===== src/rtl/cam_gen_pkg.sv =====
// Shared definitions for the camera pattern generator: pattern mode codes,
// FSM states, RGB565 colour constants and the colour-bar lookup.
package cam_gen_pkg;

    typedef enum logic [2:0] {
        MODE_RED   = 3'd0,
        MODE_GREEN = 3'd1,
        MODE_BLUE  = 3'd2,
        MODE_BARS  = 3'd3,
        MODE_TRI   = 3'd4
    } mode_e;

    typedef enum logic {
        ST_IDLE  = 1'b0,
        ST_FRAME = 1'b1
    } state_e;

    localparam int COORD_W = 16;

    localparam logic [15:0] COL_RED     = 16'hF800;
    localparam logic [15:0] COL_GREEN   = 16'h07E0;
    localparam logic [15:0] COL_BLUE    = 16'h001F;
    localparam logic [15:0] COL_WHITE   = 16'hFFFF;
    localparam logic [15:0] COL_YELLOW  = 16'hFFE0;
    localparam logic [15:0] COL_CYAN    = 16'h07FF;
    localparam logic [15:0] COL_MAGENTA = 16'hF81F;
    localparam logic [15:0] COL_BLACK   = 16'h0000;

    // Bar order left to right; indices past the eighth bar are the black remainder.
    function automatic logic [15:0] bar_colour(input logic [3:0] idx);
        case (idx)
            4'd0:    return COL_WHITE;
            4'd1:    return COL_YELLOW;
            4'd2:    return COL_CYAN;
            4'd3:    return COL_GREEN;
            4'd4:    return COL_MAGENTA;
            4'd5:    return COL_RED;
            4'd6:    return COL_BLUE;
            default: return COL_BLACK;
        endcase
    endfunction

endpackage


===== src/rtl/cam_px_pattern.sv =====
// Combinational pixel-pattern selector: maps (mode, x, y, byte select) to one
// RGB565 byte. Triangle pattern only exists when CAM_GEN_TRIANGLE_EN is defined.
module cam_px_pattern
    import cam_gen_pkg::*;
#(
    parameter int TAM_LINE  = 160,
    parameter int TRI_SLOPE = 2
) (
    input  logic [2:0]         mode,
    input  logic [COORD_W-1:0] x,
    input  logic [COORD_W-1:0] y,
    input  logic               byte_sel,
    output logic [7:0]         px_byte
);

    localparam int BAR_W = TAM_LINE / 8;

    logic [3:0]  bar_idx;
    logic        tri_on;
    logic [15:0] rgb;

`ifdef CAM_GEN_TRIANGLE_EN
    logic [31:0] tri_lim;
    assign tri_lim = 32'(TRI_SLOPE) * ({16'd0, y} + 32'd1);
    assign tri_on  = ({16'd0, x} < tri_lim);
`else
    logic tri_unused;
    assign tri_unused = ^{y, 32'(TRI_SLOPE)};
    assign tri_on     = 1'b0;
`endif

    // Bar index counts how many bar boundaries x has passed, avoiding a divider.
    always_comb begin
        // NOTE: every always_comb output gets a default first so no path can infer a latch.
        bar_idx = 4'd0;
        for (int k = 1; k <= 8; k++) begin
            if ({16'd0, x} >= 32'(k * BAR_W)) begin
                bar_idx = bar_idx + 4'd1;
            end
        end
    end

    always_comb begin
        rgb = COL_BLACK;
        case (mode)
            MODE_RED:   rgb = COL_RED;
            MODE_GREEN: rgb = COL_GREEN;
            MODE_BLUE:  rgb = COL_BLUE;
            MODE_BARS:  rgb = bar_colour(bar_idx);
            MODE_TRI:   rgb = tri_on ? COL_WHITE : COL_BLACK;
            default:    rgb = COL_BLACK;
        endcase
    end

    assign px_byte = byte_sel ? rgb[7:0] : rgb[15:8];

endmodule


===== src/rtl/cam_pattern_gen.sv =====
// Camera sensor emulator: generates pclk/vsync/href/data timing for test patterns.
// Define CAM_GEN_TRIANGLE_EN to enable the triangle pattern (mode 4).
module cam_pattern_gen
    import cam_gen_pkg::*;
#(
    parameter int TAM_LINE       = 160,
    parameter int TAM_ROW        = 120,
    parameter int BLACK_TAM_LINE = 4,
    parameter int BLACK_TAM_ROW  = 4,
    parameter int VSYNC_ROWS     = 2,
    parameter int TRI_SLOPE      = 2
) (
    input  logic        clk,
    input  logic        CAM_reset,
    input  logic        en,
    input  logic [2:0]  mode,
    output logic        CAM_pclk,
    output logic        CAM_vsync,
    output logic        CAM_href,
    output logic [7:0]  CAM_px_data,
    output logic        frame_start,
    output logic [15:0] frame_cnt
);

    localparam int LINE_BYTES = 2 * TAM_LINE + BLACK_TAM_LINE;
    localparam int ROWS       = TAM_ROW + BLACK_TAM_ROW;
    localparam int LW         = (LINE_BYTES > 1) ? $clog2(LINE_BYTES) : 1;
    localparam int RW         = (ROWS > 1) ? $clog2(ROWS) : 1;

    localparam logic [LW-1:0] LINE_LAST = LW'(LINE_BYTES - 1);
    localparam logic [LW-1:0] ACT_BYTES = LW'(2 * TAM_LINE);
    localparam logic [RW-1:0] ROW_LAST  = RW'(ROWS - 1);
    localparam logic [RW-1:0] ACT_ROW0  = RW'(BLACK_TAM_ROW);
    localparam logic [RW-1:0] VSYNC_LIM = RW'(VSYNC_ROWS);

    logic [1:0]    rst_sync_q, rst_sync_d;
    logic          rst_n;
    logic          phase_q, phase_d;
    state_e        state_q, state_d;
    logic [LW-1:0] line_cnt_q, line_cnt_d;
    logic [RW-1:0] row_cnt_q, row_cnt_d;
    logic [2:0]    mode_q, mode_d;
    logic          frame_start_q, frame_start_d;
    logic [15:0]   frame_cnt_q, frame_cnt_d;
    logic [7:0]    pat_byte;

    // NOTE: reset asserts asynchronously but releases on a clk edge so no flop sees a
    // reset edge racing the clock.
    assign rst_sync_d = {rst_sync_q[0], 1'b1};

    always_ff @(posedge clk or negedge CAM_reset) begin
        if (!CAM_reset) begin
            rst_sync_q <= 2'b00;
        end else begin
            rst_sync_q <= rst_sync_d;
        end
    end

    assign rst_n = rst_sync_q[1];

    // The update edge is the one where phase_q (pclk) goes 1->0.
    assign phase_d = ~phase_q;

    always_comb begin
        state_d       = state_q;
        line_cnt_d    = line_cnt_q;
        row_cnt_d     = row_cnt_q;
        mode_d        = mode_q;
        frame_start_d = 1'b0;
        frame_cnt_d   = frame_cnt_q;
        if (phase_q) begin
            case (state_q)
                ST_IDLE: begin
                    line_cnt_d = '0;
                    row_cnt_d  = '0;
                    if (en) begin
                        state_d       = ST_FRAME;
                        frame_start_d = 1'b1;
                        mode_d        = mode;
                    end
                end
                ST_FRAME: begin
                    if (line_cnt_q == LINE_LAST) begin
                        line_cnt_d = '0;
                        if (row_cnt_q == ROW_LAST) begin
                            row_cnt_d   = '0;
                            frame_cnt_d = frame_cnt_q + 16'd1;
                            if (en) begin
                                frame_start_d = 1'b1;
                                mode_d        = mode;
                            end else begin
                                state_d = ST_IDLE;
                            end
                        end else begin
                            row_cnt_d = row_cnt_q + 1'b1;
                        end
                    end else begin
                        line_cnt_d = line_cnt_q + 1'b1;
                    end
                end
                default: state_d = ST_IDLE;
            endcase
        end
    end

    always_ff @(posedge clk or negedge rst_n) begin
        if (!rst_n) begin
            phase_q       <= 1'b0;
            state_q       <= ST_IDLE;
            line_cnt_q    <= '0;
            row_cnt_q     <= '0;
            mode_q        <= 3'd0;
            frame_start_q <= 1'b0;
            frame_cnt_q   <= 16'd0;
        end else begin
            // NOTE: sequential state uses non-blocking assignment so every flop samples
            // pre-edge values regardless of statement order.
            phase_q       <= phase_d;
            state_q       <= state_d;
            line_cnt_q    <= line_cnt_d;
            row_cnt_q     <= row_cnt_d;
            mode_q        <= mode_d;
            frame_start_q <= frame_start_d;
            frame_cnt_q   <= frame_cnt_d;
        end
    end

    cam_px_pattern #(
        .TAM_LINE  (TAM_LINE),
        .TRI_SLOPE (TRI_SLOPE)
    ) u_pattern (
        .mode     (mode_q),
        .x        (COORD_W'(line_cnt_q >> 1)),
        .y        (COORD_W'(row_cnt_q) - COORD_W'(BLACK_TAM_ROW)),
        .byte_sel (line_cnt_q[0]),
        .px_byte  (pat_byte)
    );

    // Outputs decode registered state only, so they settle right after the update edge.
    assign CAM_pclk    = phase_q;
    assign CAM_vsync   = (state_q == ST_FRAME) ? (row_cnt_q < VSYNC_LIM) : 1'b1;
    assign CAM_href    = (state_q == ST_FRAME) && (row_cnt_q >= ACT_ROW0) && (line_cnt_q < ACT_BYTES);
    assign CAM_px_data = CAM_href ? pat_byte : 8'd0;
    assign frame_start = frame_start_q;
    assign frame_cnt   = frame_cnt_q;

endmodule


===== config.mk =====
export PLATFORM = sky130hd
export DESIGN_NAME = cam_pattern_gen
export DESIGN_NICKNAME = d
export VERILOG_FILES = /design/src/rtl/cam_gen_pkg.sv /design/src/rtl/cam_px_pattern.sv /design/src/rtl/cam_pattern_gen.sv
export SDC_FILE = /design/constraint.sdc
export NUM_CORES = 1
export LEC_CHECK = 0
export ABC_AREA = 1
export BUFFER_PORTS_ARGS = -buffer_cell sky130_fd_sc_hd__buf_2
export CORE_MARGIN = 4
export CORE_UTILIZATION = 45
export CTS_CLUSTER_DIAMETER = 60
export DETAILED_ROUTE_END_ITERATION = 6
export GPL_ROUTABILITY_DRIVEN = 0
export RECOVER_POWER = 50
export SYNTH_ARGS = -nofsm -noshare
export SYNTH_HDL_FRONTEND = slang
export SYNTH_SLANG_ARGS = --single-unit

===== constraint.sdc =====
create_clock -name clk -period 11 [get_ports clk]
set_input_delay 1.65 -clock clk [delete_from_list [all_inputs] [get_ports clk]]
set_output_delay 1.65 -clock clk [all_outputs]
set_load 0.02 [all_outputs]

# Word-level counts from Yosys, hierarchy flattened

Cells that the tools add are included.

Flip-flop bits (word level): 40

Eq/ne operators: 13
Reductions and logical operators: 7
Multiplexer cells: 30
Add/subtract/negate cells: 10
Magnitude comparators: 11
Bitwise logic cells: 2

Operators by type and width:

| kind                                                               | count |
|---|---|
| one-hot mux 16 bit (7 select lines)                                | 1 |
| one-hot mux 16 bit (4 select lines)                                | 1 |
| 2-to-1 mux 4 bit                                                   | 7 |
| adder 4 x 1 -> 4 bit (second input constant)                       | 6 |
| greater-or-equal comparator 8 x 7 -> 1 bit (second input constant) | 3 |
| one-hot mux 9 bit (2 select lines)                                 | 1 |
| adder 16 x 1 -> 16 bit (second input constant)                     | 1 |
| greater-or-equal comparator 8 x 6 -> 1 bit (second input constant) | 2 |
| greater-or-equal comparator 8 bit (second input constant)          | 2 |
| 2-to-1 mux 8 bit                                                   | 2 |
| 2-to-1 mux 7 bit                                                   | 2 |
| one-hot mux 7 bit (2 select lines)                                 | 1 |
| == test 4 x 3 -> 1 bit (second input constant)                     | 3 |
| adder 9 x 1 -> 9 bit (second input constant)                       | 1 |
| == test 9 bit (second input constant)                              | 1 |
| less-than comparator 9 bit (second input constant)                 | 1 |
| 2-to-1 mux 3 bit                                                   | 3 |
| 2-to-1 mux 9 bit                                                   | 1 |
| == test 4 x 2 -> 1 bit (second input constant)                     | 2 |
| greater-or-equal comparator 8 x 5 -> 1 bit (second input constant) | 1 |
| 2-to-1 mux 1 bit                                                   | 8 |
| adder 7 x 1 -> 7 bit (second input constant)                       | 1 |
| == test 7 bit (second input constant)                              | 1 |
| greater-or-equal comparator 7 x 3 -> 1 bit (second input constant) | 1 |
| other kinds (15)                                                   | 20 |

# Depth between registers and ports, before layout

Gate-level depths: netlist (run 1).

Word-level depth: 21
Depth in mapped cells: 34
Gate-level depth less buffers: 33

# Modules after synthesis

From an unflattened synthesis (run 1), not the netlist that was laid out.

Cells, all modules: 527
Area total of the unflattened synthesis: 3452.1 um^2

Modules (own cells, without submodules):

| module          | area an instance (um^2) | times used | sequential area each (um^2) | cells each |
|---|---|---|---|---|
| cam_pattern_gen | 2468.6                  | 1          | 1001.0                      | 349 |
| cam_px_pattern  | 983.4                   | 1          | 0.0                         | 178 |

# Worst setup path before layout (run 1)

Ideal clock, no wire load.

Kind: register to output
From: register line_cnt_q[8]
To: output port CAM_px_data[6]
Required time: 9350 ps
Cell stages (with the launch flop): 32
Arrival: 4387 ps
Path buffers: 1
Path slack: 4963 ps
Cell sequence: dfrtp_1 nor2_4 inv_4 nor2_1 o21ai_0 inv_1 ha_1 inv_1 nand3_1 nand2_1 inv_1 ha_1 nand3_1 nand2_1 ha_1 nand2_1 nand2_2 ha_1 nand2_1 nand2_1 ha_1 nand2_1 nand2_2 ha_1 nand2_1 nand3_1 inv_1 nand2_1 nand3_1 nand2_1 nor2_1 buf_4

Word-level cells in the longest chain between the ends: 21
Elaborated cells on any way between the ends: 36

RTL lines:

| item                                           | RTL line               | RTL |
|---|---|---|
| start: declaration                             | cam_pattern_gen.sv:40  | `logic [LW-1:0] line_cnt_q, line_cnt_d;` |
| start signal: assignment                       | cam_pattern_gen.sv:120 | `line_cnt_q <= line_cnt_d;` |
| greater-or-equal comparator 8 x 5 -> 1 bit     | cam_px_pattern.sv:37   | `if ({16'd0, x} >= 32'(k * BAR_W)) begin` |
| 2-to-1 mux 1 bit                               | cam_px_pattern.sv:37   |  |
| adder 1 x 1 -> 2 bit                           | cam_px_pattern.sv:38   | `bar_idx = bar_idx + 4'd1;` |
| 2-to-1 mux 4 bit                               | cam_px_pattern.sv:37   |  |
| adder 4 x 1 -> 4 bit                           | cam_px_pattern.sv:38   |  |
| 2-to-1 mux 4 bit                               | cam_px_pattern.sv:37   |  |
| adder 4 x 1 -> 4 bit                           | cam_px_pattern.sv:38   |  |
| 2-to-1 mux 4 bit                               | cam_px_pattern.sv:37   |  |
| [5 not listed]                                 | -                      |  |
| 2-to-1 mux 4 bit                               | cam_px_pattern.sv:37   |  |
| adder 4 x 1 -> 4 bit                           | cam_px_pattern.sv:38   |  |
| 2-to-1 mux 4 bit                               | cam_px_pattern.sv:37   |  |
| == test 4 x 3 -> 1 bit (tied with other cells) | cam_gen_pkg.sv:31      | `case (idx)` |
| one-hot mux 16 bit (7 select lines)            | cam_gen_pkg.sv:31      |  |
| one-hot mux 16 bit (4 select lines)            | cam_px_pattern.sv:45   | `case (mode)` |
| 2-to-1 mux 8 bit                               | cam_px_pattern.sv:55   | `assign px_byte = byte_sel ? rgb[7:0] : rgb[15:8];` |
| 2-to-1 mux 8 bit (*)                           | cam_pattern_gen.sv:143 | `assign CAM_px_data = CAM_href ? pat_byte : 8'd0;` |
| end: declaration                               | cam_pattern_gen.sv:20  | `output logic [7:0] CAM_px_data,` |

Mark *: on every way between the ends. The rest lies on a longest branch, timed or not.

# Final worst setup path (run 1)

From: register line_cnt_q[4]
To: output port CAM_px_data[7]

Same word-level chain as after synthesis.

==> results.toml, run 1 <==
[clock_network]
htree_levels = 2
cts_sinks = 40
post-cts-setup-buffer-count = 0
clk_path_buf_depth = 2
cts-resized-gates = 0
clkLatencyLatePin_ns = 0.29
root_buffer = "clkbuf_8"
postCtsHoldBufs = 0
cts_buffers = 5
cts_tree = "built"
clk_pin_slew_ns = 0.08

[run_status]
status = "complete, but fails checks"
violations = "capacitance limit, slew limit"

[global_route]
grt_pass1_vias = 2299
antenna_found_initial = 0
grt_pass1_wl_um = 9900
grt.total_usage_pct = 16.3
grt_max_degree = 35
grt_overflow = 0

[cells_and_area]
drive_above_1_share_pct = 18.5
final_nets = 416
area_growth_pct = 10.1
diodes = 0

[worst_setup_path]
rr_worst_depth = 10
cpMaxStageDelayCell = "dfrtp_1"
worstPathMaxFanout = 5
critPathLaunchType = "flip-flop"
reg2reg_to = "row_cnt_q[6]"
worst-path-buf-inv = 7
worst_path_largest_cell_delay_ns = 0.42
r2r-start = "line_cnt_q[0]"
path_class = "reg2out"
crit_family = "adder cells"
arrival_ns = 4.78
endpoint_kind = "primary output"
cp.required_ns = 9.35
regToRegSetupSlack_ns = 8.03
cp_common_cell = "nand2_1"

[drt]
wl_met3_um = 152
wl_met1_um = 2580
drc = 0
wl_met2_um = 2680
vias = 2366
drt_iter0_drc = 90
firstDrtPassIters = 4
top_layer_used = "met4"
wl_per_cell_um = 11.5
vias_per_cell = 4.98
totalWireLength_um = 5480
drt.antenna.violating_nets = 0

[sta]
finalCritPeriodShare_pct = 58.4
drv_slew = 35
worst_slew_margin_rel_pct = -21.2
setup_viol = 0
clock_skew_ns = 0.0125
finalHoldViolCount = 0
layout_min_cycle_time_ns = 6.43
grt_setup_unrepaired = "no"
timing.fmax_mhz = 156
setup_slack_ns = 4.57
tns_ns = 0
worst_pin_slew_ns = 1.82

[synthesis]
synth.area.top_cells = "dfrtp_1, nand2_1, nand3_1, inv_1, ha_1"
synth_edf_count = 0
syn_inst = 365
ys_types = 38
synth_top_cell_area_share_pct = 36.8
ys_warn_count = 0
yosysMostFrequentCell = "nand2_1"
avgSynthCellArea_um2 = 7.45
synth_flop_cell = "dfrtp_1"
ys_ff_latch = 40
async_flop_share_pct = 100
syn_nets = 381
yosys-top-cells-count = "nand2_1, inv_1, nand3_1"
yosys.area.top_type = "dfrtp_1"
synth_area_um2 = 2720
synth_seq_area_share_pct = 36.8

[power]
p_clk_share_pct = 37.5
p_per_area_nw_per_um2 = 80.7
ir_drop_mv = 0.0689
p_sw_share_pct = 20.9
power.share.combinational_pct = 1.4
p_leak_nw = 1.74
power.internal_uw = 191
p_switching_uw = 50.6
p_seq_share_pct = 61.1

[place]
place_hpwl_um = 4420
portBuffers = 33
post-place-ws_ns = 4.86

[die]
fp.dieW_um = 85.7
die_area_um2 = 7350
rows = 28
ios = 34
core_um2 = 5890
initial_core_util_pct = 46.2
die_h_um = 85.7

[worst_hold_path]
hold_class = "reg2async"

[job]
drv_cap = 1
-- cells in the final DEF, fill, tap and decap left out, types with 4 or more instances in the layout --
cell type and count:
nand2_1 71, inv_1 51, nand3_1 46, dfrtp_1 40, buf_2 31, nor2_1 30, o21ai_0 18, nand2_2 15
nor3_1 11, ha_1 10, a21oi_1 9, xnor2_1 8, xor2_1 7, inv_2 6, clkbuf_8 5, nand3_2 4
nand4_1 4, clkbuf_1 4
-- worst max path at each step --
stage | depth (start not counted) | slack (ns) | from | end
4_1_cts | 31 | 4.52 | line_cnt_q[8] | CAM_px_data[7]
6_report | 31 | 4.57 | line_cnt_q[4] | CAM_px_data[7]
5_1_grt | 31 | 4.09 | line_cnt_q[4] | CAM_px_data[5]
2_1_floorplan | 31 | 4.96 | line_cnt_q[8] | CAM_px_data[6]
3_3_place_gp | 31 | 5.00 | line_cnt_q[7] | CAM_px_data[5]
3_5_place_dp | 31 | 4.86 | line_cnt_q[8] | CAM_px_data[7]
-- stage by stage --
stage,std cells,power [mW],cell area [um^2],util [%],hold WS [ns]
detailed placement,468,0.154,2950,50.0,0.0678
global route,475,0.250,3000,50.9,0.0808
finish,475,0.242,3000,50.9,0.0630
floorplan,365,0.152,2720,-,0.331
CTS,475,0.245,3020,51.4,0.0691
global placement,468,0.154,2950,50.0,0.0664
-- worst register-to-register path: stages (launching register included) --
cell	delay, ns
dfrtp_1	0.40
ha_1	0.20
inv_1	0.07
nor4_1	0.31
a31oi_1	0.20
nor2_1	0.59
inv_1	0.32
nor3_1	0.37
nand4_1	0.18
o22ai_1	0.15
a21oi_1	0.06
-- power groups by stage --
stage | Sequential [mW] | Combinational, mW | Clock [mW]
4_1_cts | 0.148 | 0.00393 | 0.0935
2_1_floorplan | 0.152 | 0.0000306 | 0
3_5_place_dp | 0.151 | 0.00393 | 0
3_3_place_gp | 0.151 | 0.00392 | 0
6_report | 0.148 | 0.00337 | 0.0906
5_1_grt | 0.148 | 0.00402 | 0.0986
-- cells by family (layout without fill, tap and decap cells) --
group,count (synthesis),count (layout),synth area share [%]
and+or+nand+nor,202,202,37.7
buffers and inverters,65,100,9.75
DFF,40,40,36.8
AOI/OAI and AO/OA,32,32,6.21
xor gates and xnor gates,15,15,4.83
adders and majority gates,10,10,4.60
other,1,1,0.138
-- area by class of cell --
| cell class | instances | area [um^2] |
|---|---|---|
| clock buffers | 6 | 72.6 |
| clock inverters | 1 | 5.00 |
| fillers | 592 | 2890 |
| inverters | 59 | 224 |
| multi-input cells | 260 | 1430 |
| flip-flops and latches | 40 | 1000 |
| well taps | 75 | 93.8 |
| repair buffers | 34 | 166 |
-- registers in the layout (all words and copies together) (netlist names) --
register / count
state_q: 1
CAM_pclk: 1
frame_cnt: 16
rst_sync_q: 2
mode_q: 3
line_cnt_q: 9
frame_start: 1
row_cnt_q: 7
-- metal layers --
layer  global-route usage (%)  vias up
met5                        0        -
met4                     4.75        0
met3                     2.50        8
met2                     28.7       33
met1                     20.8     1089
li1                         -     1236
Power figures use the tool's default switching activity.
==> inputs of run 2 (changes only) <==
--- a/config.mk
+++ b/config.mk
@@ -12,6 +12,7 @@
 export CTS_CLUSTER_DIAMETER = 60
 export DETAILED_ROUTE_END_ITERATION = 6
 export GPL_ROUTABILITY_DRIVEN = 0
+export PLACE_DENSITY = 0.67
 export RECOVER_POWER = 50
 export SYNTH_ARGS = -nofsm -noshare
 export SYNTH_HDL_FRONTEND = slang
==> constraint.sdc (replaced) <==
create_clock -name clk -period 5.4 [get_ports clk]
set_input_delay 0.81 -clock clk [delete_from_list [all_inputs] [get_ports clk]]
set_output_delay 0.81 -clock clk [all_outputs]
set_load 0.02 [all_outputs]
==> results.toml, run 2 (same netlist as run 1, synthesis figures left out) <==
[run_status]
status = "finished, final reports clean"

[drt]
totalWireLength_um = 5570
vias = 2423
drc = 0
drt.antenna.violating_nets = 0
wl_per_cell_um = 11.5
vias_per_cell = 5.01
firstDrtPassIters = 4
drt_iter0_drc = 66

[die]
initial_core_util_pct = 46.2
ios = 34
fp.dieW_um = 85.7
core_um2 = 5890
die_area_um2 = 7350
rows = 28
die_h_um = 85.7

[clock_network]
root_buffer = "clkbuf_8"
htree_levels = 2
clkLatencyLatePin_ns = 0.29
postCtsHoldBufs = 0
cts_buffers = 5
cts_sinks = 40
clk_pin_slew_ns = 0.08
clk_path_buf_depth = 2
cts_tree = "built"

[sta]
finalCritPeriodShare_pct = 94.3
drv_slew = 0
worst_slew_margin_rel_pct = 27.7
finalHoldViolCount = 0
layout_min_cycle_time_ns = 5.09
tns_ns = 0
setup_slack_ns = 0.305
whs_ns = 0.284
clock_skew_ns = 0.00835
worst_pin_slew_ns = 1.08
timing.fmax_mhz = 196
setup_viol = 0

[cells_and_area]
stdcell_count = 484
largest_reg_flops = 16
final_area_um2 = 3190
final_nets = 425
drive_above_1_share_pct = 24.0
post-route-util_pct = 54.3
fillers = 584
diodes = 0
area_growth_pct = 17.4
layout_commonest_cell = "nand2_1"
most-common-layout-cells = "nand2_1, inv_1, nand3_1"

[power]
ir_drop_mv = 0.180
p_per_area_nw_per_um2 = 154
p_leak_nw = 1.75
power_uw = 493

[global_route]
antenna_found_initial = 0
grt_pass1_vias = 2253
grt_pass1_wl_um = 9560
grt_max_degree = 22
grt.total_usage_pct = 16.0
grt_overflow = 0

[worst_setup_path]
worst_path_largest_cell_delay_ns = 0.43
cp.required_ns = 4.59
crit_start = "line_cnt_q[7]"
r2r-start = "line_cnt_q[0]"
worstPathMaxFanout = 5
arrival_ns = 4.28
cpMaxStageDelayCell = "dfrtp_2"
path_class = "reg2out"
endpoint_kind = "primary output"
cp_common_cell = "nand2_2"
critPathLaunchType = "flip-flop"

[place]
post-place-ws_ns = 0.191
dp.cells = 468
portBuffers = 33
place_hpwl_um = 4260
dpl_cell_area_um2 = 2950

[worst_hold_path]
hold_class = "in2async"

[job]
drv_cap = 0
## run 2: final timing paths
path | endpoint | slack, ns | cells after the start
min in group clk | rst_sync_q[1] | 0.36 | 0
worst min register to register | row_cnt_q[6] | 0.31 | 0
max in group asynchronous | mode_q[0] | 3.66 | 1
worst max-delay path | CAM_px_data[7] | 0.31 | 30
worst min-delay path | rst_sync_q[1] | 0.28 | 1
worst max register to register | row_cnt_q[6] | 2.40 | 10
## run 2: area by class of cell
class                   count  area [um^2]  area share (%)
clock buffers               6         72.6            2.27
clock inverters             1         5.00           0.157
inverters                  59          226            7.09
multi-input cells         260         1520            47.7
flip-flops and latches     40         1000            31.4
well taps                  75         93.8            2.94
repair buffers             43          269            8.42
## run 2: critical path: cells and delay by family (launching register included)
kind            cells  cell delay, ns
fa+ha+maj           6            1.54
simple gates       17            1.43
buf+inv             6            0.55
flops               1            0.43
compound gates      1            0.07
## run 2: power breakdown
part           total [mW]  internal (mW)  switching, mW  leakage [nW]
clock               0.185         0.0878         0.0972        0.0410
combinational     0.00489        0.00130        0.00359          1.24
sequential          0.303          0.300        0.00269         0.464
## run 2: per-layer routing
layer / global-route usage [%] / wire (um) / share of wire [%] / vias to the layer above
met5: 0 / 0 / 0 / -
met4: 4.89 / 55 / 0.99 / 0
met3: 3.84 / 180 / 3.2 / 6
met2: 25.1 / 2650 / 48 / 33
met1: 22.0 / 2680 / 48 / 1130
li1: - / - / - / 1254
## run 2: timing repair
action	CTS	global route
pin swaps	1	11
resized for setup	2	38
endpoints found under the hold margin	0	0
endpoints found under the setup margin	8	8
buffers inserted	2	7
cloned	0	0
